==> src/rtl/alu_control_seq.sv <==
// alu_control_seq
//   EX-stage ALU opcode decoder with a sequencer for RV32M multiply/divide.
//   Non-M ops decode combinationally and finish in one cycle. An M op latches
//   its opcode, pulses mdStart, stalls the pipeline for its latency and
//   raises mdDone for one cycle.
//
// Parameters
//   MUL_LATENCY    cycles from issue to mdDone for MUL/MULH/MULHSU/MULHU (1-63)
//   DIV_LATENCY    cycles from issue to mdDone for DIV/DIVU/REM/REMU     (1-63)
//   DIV_ZERO_FAST  1: a divide issued with divisorZero=1 completes in 1 cycle
//
// Ports
//   clk          in   system clock, rising edge
//   rstN         in   asynchronous active-low reset
//   funct7Parts  in   {funct7[6], funct7[0]}
//   funct3       in   instruction funct3
//   aluOp        in   00 ADD, 01 SUB, 10 R-type, 11 I-type
//   issueValid   in   EX stage holds a valid instruction
//   divisorZero  in   rs2 == 0, sampled only at issue
//   flush        in   synchronous kill of any in-flight M op
//   aluOpcode    out  opcode to ALU / M unit
//   illegalOp    out  R-type with funct7Parts == 2'b11
//   mdStart      out  one-cycle start pulse to the M unit
//   mdAbort      out  one-cycle abort pulse to the M unit
//   stall        out  freeze IF/ID/EX
//   mdDone       out  M result valid this cycle
module alu_control_seq #(
  parameter int unsigned MUL_LATENCY   = 2,
  parameter int unsigned DIV_LATENCY   = 33,
  parameter bit          DIV_ZERO_FAST = 1'b1
) (
  input  logic       clk,
  input  logic       rstN,
  input  logic [1:0] funct7Parts,
  input  logic [2:0] funct3,
  input  logic [1:0] aluOp,
  input  logic       issueValid,
  input  logic       divisorZero,
  input  logic       flush,
  output logic [4:0] aluOpcode,
  output logic       illegalOp,
  output logic       mdStart,
  output logic       mdAbort,
  output logic       stall,
  output logic       mdDone
);

  localparam logic [4:0] OP_ADD = 5'b00000;
  localparam logic [4:0] OP_SUB = 5'b10000;

  typedef enum logic [1:0] {
    IDLE = 2'd0,
    BUSY = 2'd1,
    DONE = 2'd2
  } state_e;

  state_e     state_q, state_d;
  logic [4:0] opReg_q, opReg_d;
  logic [5:0] cnt_q, cnt_d;

  logic [4:0] decOp;
  logic       illegalDec;
  logic       isMop;
  logic [5:0] lat;

  // Combinational decode, identical to the single-cycle datapath.
  always_comb begin
    illegalDec = (aluOp == 2'b10) && (funct7Parts == 2'b11);
    isMop      = (aluOp == 2'b10) && (funct7Parts == 2'b01);
    decOp      = OP_ADD;
    unique case (aluOp)
      2'b00: decOp = OP_ADD;
      2'b01: decOp = OP_SUB;
      2'b10: decOp = illegalDec ? OP_ADD : {funct7Parts, funct3};
      2'b11: decOp = {2'b00, funct3};
      default: decOp = OP_ADD;
    endcase
  end

  // funct3[2] separates the divide group from the multiply group.
  always_comb begin
    lat = 6'(MUL_LATENCY);
    if (funct3[2]) begin
      if (DIV_ZERO_FAST && divisorZero) lat = 6'd1;
      else                              lat = 6'(DIV_LATENCY);
    end
  end

  always_ff @(posedge clk or negedge rstN) begin
    if (!rstN) begin
      state_q <= IDLE;
      opReg_q <= '0;
      cnt_q   <= '0;
    end else begin
      state_q <= state_d;
      opReg_q <= opReg_d;
      cnt_q   <= cnt_d;
    end
  end

  // Issue, illegal flag and pulses are qualified with rstN so that every
  // output except aluOpcode stays low while reset is held.
  always_comb begin
    state_d   = state_q;
    opReg_d   = opReg_q;
    cnt_d     = cnt_q;
    aluOpcode = decOp;
    illegalOp = 1'b0;
    mdStart   = 1'b0;
    mdAbort   = 1'b0;
    stall     = 1'b0;
    mdDone    = 1'b0;
    unique case (state_q)
      IDLE: begin
        illegalOp = rstN && illegalDec;
        if (rstN && issueValid && isMop && !flush) begin
          mdStart = 1'b1;
          stall   = 1'b1;
          opReg_d = decOp;
          if (lat == 6'd1) begin
            state_d = DONE;
          end else begin
            cnt_d   = lat - 6'd2;
            state_d = BUSY;
          end
        end
      end
      BUSY: begin
        aluOpcode = opReg_q;
        if (flush) begin
          mdAbort = 1'b1;
          cnt_d   = '0;
          state_d = IDLE;
        end else begin
          stall = 1'b1;
          if (cnt_q == '0) state_d = DONE;
          else             cnt_d   = cnt_q - 6'd1;
        end
      end
      DONE: begin
        aluOpcode = opReg_q;
        mdDone    = !flush;
        state_d   = IDLE;
      end
      default: state_d = IDLE;
    endcase
  end

endmodule

==> config.mk <==
export PLATFORM = sky130hd
export DESIGN_NAME = alu_control_seq
export DESIGN_NICKNAME = d
export VERILOG_FILES = /design/src/rtl/alu_control_seq.sv
export SDC_FILE = /design/constraint.sdc
export NUM_CORES = 1
export LEC_CHECK = 0
export BUFFER_PORTS_ARGS = -buffer_cell sky130_fd_sc_hd__buf_2
export CAP_MARGIN = 30
export CORE_MARGIN = 1.5
export CORE_UTILIZATION = 37
export DETAILED_ROUTE_END_ITERATION = 6
export MAX_ROUTING_LAYER = met4
export PLACE_DENSITY = 0.68
export SYNTH_ARGS = -nofsm -noshare
export SYNTH_HDL_FRONTEND = slang
export SYNTH_SLANG_ARGS = --single-unit
export TNS_END_PERCENT = 5
==> constraint.sdc <==
create_clock -name clk -period 1.35 [get_ports clk]
set_input_delay 0.135 -clock clk [delete_from_list [all_inputs] [get_ports clk]]
set_output_delay 0.135 -clock clk [all_outputs]
set_load 0.01 [all_outputs]
==> run metrics <==
status complete, but fails checks; violations in the final reports setup timing; crit path capture type output port; standard cell core area 2300 um^2; I/O pins 22; number of sinks on the clock net 13; All-Layer GR Usage 0.197; power per cell area 1330 nW/um^2; commonest cells after routing, fill and taps aside 23 x sky130_fd_sc_hd__buf_4, 19 x sky130_fd_sc_hd__buf_2, 13 x sky130_fd_sc_hd__dfrtp_1, 9 x sky130_fd_sc_hd__nand2_1, 8 x sky130_fd_sc_hd__a21oi_1; average vias per placed instance 5.27; number of antenna violations at the first check in global routing 0; post-synth net total 121; input/output buffers 21; sequential-to-total area share from yosys stat 0.351; HPWL after detailed placement 1.83 mm; wire length of the first global-routing pass 3.86 mm; instance count of the mapped netlist 104; cell taking the most area after synthesis sky130_fd_sc_hd__dfrtp_1; Setup violations, final 18; cells taking the most area after synthesis sky130_fd_sc_hd__dfrtp_1 35%, sky130_fd_sc_hd__ha_1 6.7%, sky130_fd_sc_hd__o21ai_0 5.9%; Final Critical Period 1620 ps; Fin. Hold Viols 0; leakage 0.000637 uW; die area 2810 um^2; normalized max-slew margin 0.807; # DRC 0; largest net degree at the start of global routing 11; buffer depth of the longest clock path 2; setup repair after global routing missed its margin yes; RD Place Congestion 0.920; post-synthesis cell type count 35; growth of design area from synthesis to finish 52.5%; vertical die dimension 53.1 um; VDD IR max 0.891 mV; final worst-path setup slack -265 ps; Post-Syn Area per Cell 8.91 um^2; clock transition at the register clock pins on the worst setup and hold paths after CTS 90 ps; slew at the pin with the worst max-slew slack 289 ps; Worst Hold Depth 3; number of warning messages in the yosys log 0; clock root buffer master sky130_fd_sc_hd__clkbuf_4; final wirelength 2.46 mm; type of the worst setup path reg2out; H-tree depth reported by CTS 1; TritonCTS clock tree done; Routed WL per cell 13.6 um; die width 53.1 um; filler instances 202; count of cells along the worst register-to-register path 7; arrival time worst endpoint 1480 ps; max frequency 619 MHz; type of the most critical hold path in2reg; Clock Skews between 10 and 15 ps; Vias 953; Synth Register Bits 13; peak fanout along the critical path 4; Max Slew Vio Count 0; floorplan row count 17; DRT antenna net count 0; Startpoint Class flip-flop; number of search-and-repair iterations in the first detailed-routing pass 4; source-to-sink clock delay at the later pin of the worst-skew pair 280 ps; most common library cell in the layout ignoring fill and taps sky130_fd_sc_hd__buf_4; final layout net count 171; fraction of layout instances using a drive strength above 1 0.484; DRC violation total after the first TritonRoute iteration 18; Overflow after GRT 0; # diodes 0; required time of the critical path 1220 ps; starting density of the core 0.404; Setup Slack @ Placement -224 ps; Sum Neg Setup Slack -3020 ps; via count of the first global-routing pass around 900; post-layout util 0.615; CTS buffer count 3; post-synth top area share 0.351; total standard cell area after synthesis between 900 and 1000 um^2; fin crit share 1.20; max_cap viols 0
==> synth_stat cells <==
cell type and n:
sky130_fd_sc_hd__inv_1 8, sky130_fd_sc_hd__mux2i_1 1, sky130_fd_sc_hd__nor2_1 3, sky130_fd_sc_hd__clkbuf_1 1
sky130_fd_sc_hd__a22o_1 1, sky130_fd_sc_hd__nand3_1 7, sky130_fd_sc_hd__ha_1 5, sky130_fd_sc_hd__mux2_2 1
sky130_fd_sc_hd__o21a_1 1, sky130_fd_sc_hd__dfrtp_1 13, sky130_fd_sc_hd__nand4_1 2, sky130_fd_sc_hd__nand4b_1 1
sky130_fd_sc_hd__nand3b_1 1, sky130_fd_sc_hd__o2bb2a_1 1, sky130_fd_sc_hd__nor2b_1 3, sky130_fd_sc_hd__a31o_4 1
sky130_fd_sc_hd__a41oi_4 1, sky130_fd_sc_hd__o32a_1 1, sky130_fd_sc_hd__buf_2 1, sky130_fd_sc_hd__and4bb_4 1
sky130_fd_sc_hd__a2bb2oi_1 2, sky130_fd_sc_hd__nand2b_1 3, sky130_fd_sc_hd__o211ai_1 1, sky130_fd_sc_hd__and2b_2 1
sky130_fd_sc_hd__nand3_2 1, sky130_fd_sc_hd__nor3b_1 2, sky130_fd_sc_hd__o21ai_1 2, sky130_fd_sc_hd__nand2_1 11
sky130_fd_sc_hd__a31oi_1 3, sky130_fd_sc_hd__o21ai_0 11, sky130_fd_sc_hd__a2bb2oi_2 1, sky130_fd_sc_hd__and2_1 2
sky130_fd_sc_hd__and2_2 1, sky130_fd_sc_hd__a21oi_1 8, sky130_fd_sc_hd__nor3_2 1
==> where the power goes <==
part           leakage (uW)  switching, uW  internal (uW)
Sequential         0.000176           74.5            476
Combinational      0.000446            535            552
Clock             0.0000150            131            115
Total              0.000637            741           1140
==> flip-flops by register name, indices dropped and copies added (netlist names) <==
name	count
cnt_q	6
opReg_q	5
state_q	2
==> critical path: stages (launching register included) <==
cell                      delay, ps
sky130_fd_sc_hd__dfrtp_1        410
sky130_fd_sc_hd__inv_2          100
sky130_fd_sc_hd__ha_4           130
sky130_fd_sc_hd__and2_4         170
sky130_fd_sc_hd__nand3_2         90
sky130_fd_sc_hd__nor3b_2        150
sky130_fd_sc_hd__buf_2          140
==> worst paths after layout <==
| check | start | endpoint | slack [ps] |
|---|---|---|---|
| worst min register to register | opReg_q[3]$_DFFE_PN0P_ | opReg_q[3]$_DFFE_PN0P_ | 480 |
| min in group asynchronous | rstN | state_q[1]$_DFFE_PN0P_ | 290 |
| max in group asynchronous | rstN | opReg_q[1]$_DFFE_PN0P_ | 630 |
| worst max register to register | state_q[1]$_DFFE_PN0P_ | cnt_q[4]$_DFFE_PN0P_ | -210 |
| worst max-delay path | state_q[1]$_DFFE_PN0P_ | illegalOp | -270 |
| worst min-delay path | funct3[0] | opReg_q[0]$_DFFE_PN0P_ | 190 |
==> per-layer routing <==
| layer | up-vias | global-route usage | routed length (um) |
|---|---|---|---|
| met5 | - | - | 0 |
| met4 | 0 | 0.0897 | 46 |
| met3 | 4 | 0.0254 | 88 |
| met2 | 18 | 0.340 | 1210 |
| met1 | 450 | 0.228 | 1110 |
| li1 | 481 | - | - |
==> final cells by class <==
cell class / instances / area (um^2) / share of cell area
multi-input combinational: 81 / 674 / 0.477
sequential: 13 / 325 / 0.230
timing repair buffer: 47 / 323 / 0.228
tap: 28 / 35.0 / 0.0248
inverter: 8 / 30.0 / 0.0212
clock buffer: 4 / 26.3 / 0.0186
==> cell families (layout without fill, tap and decap cells) <==
family          count (synthesis)  count (layout)  share of synthesized area
compound gates                 34              34                      0.265
fa+ha+maj                       5               5                     0.0675
buf+inv                        10              59                     0.0418
flops                          13              13                      0.351
mux                             2               2                     0.0229
simple gates                   40              40                      0.252
==> through the flow <==
step | instance area [um^2] | cells | hold WS [ps] | total power [uW]
2_1_floorplan | 987 | 104 | -161 | 1120
5_1_grt | 1410 | 181 | 203 | 2020
3_3_place_gp | 1240 | 168 | -17.4 | 1470
4_1_cts | 1390 | 179 | 187 | 1860
3_5_place_dp | 1240 | 168 | -19.4 | 1490
6_report | 1410 | 181 | 192 | 1880
==> timing repair <==
action	in CTS	in global routing
hold buffers	1	0
buffers inserted	6	2
resized for setup	19	3
endpoints found under the hold margin	13	0
pin swaps	8	0
setup endpoints to repair	21	18
No activity file was read; power rests on OpenSTA's default activity.
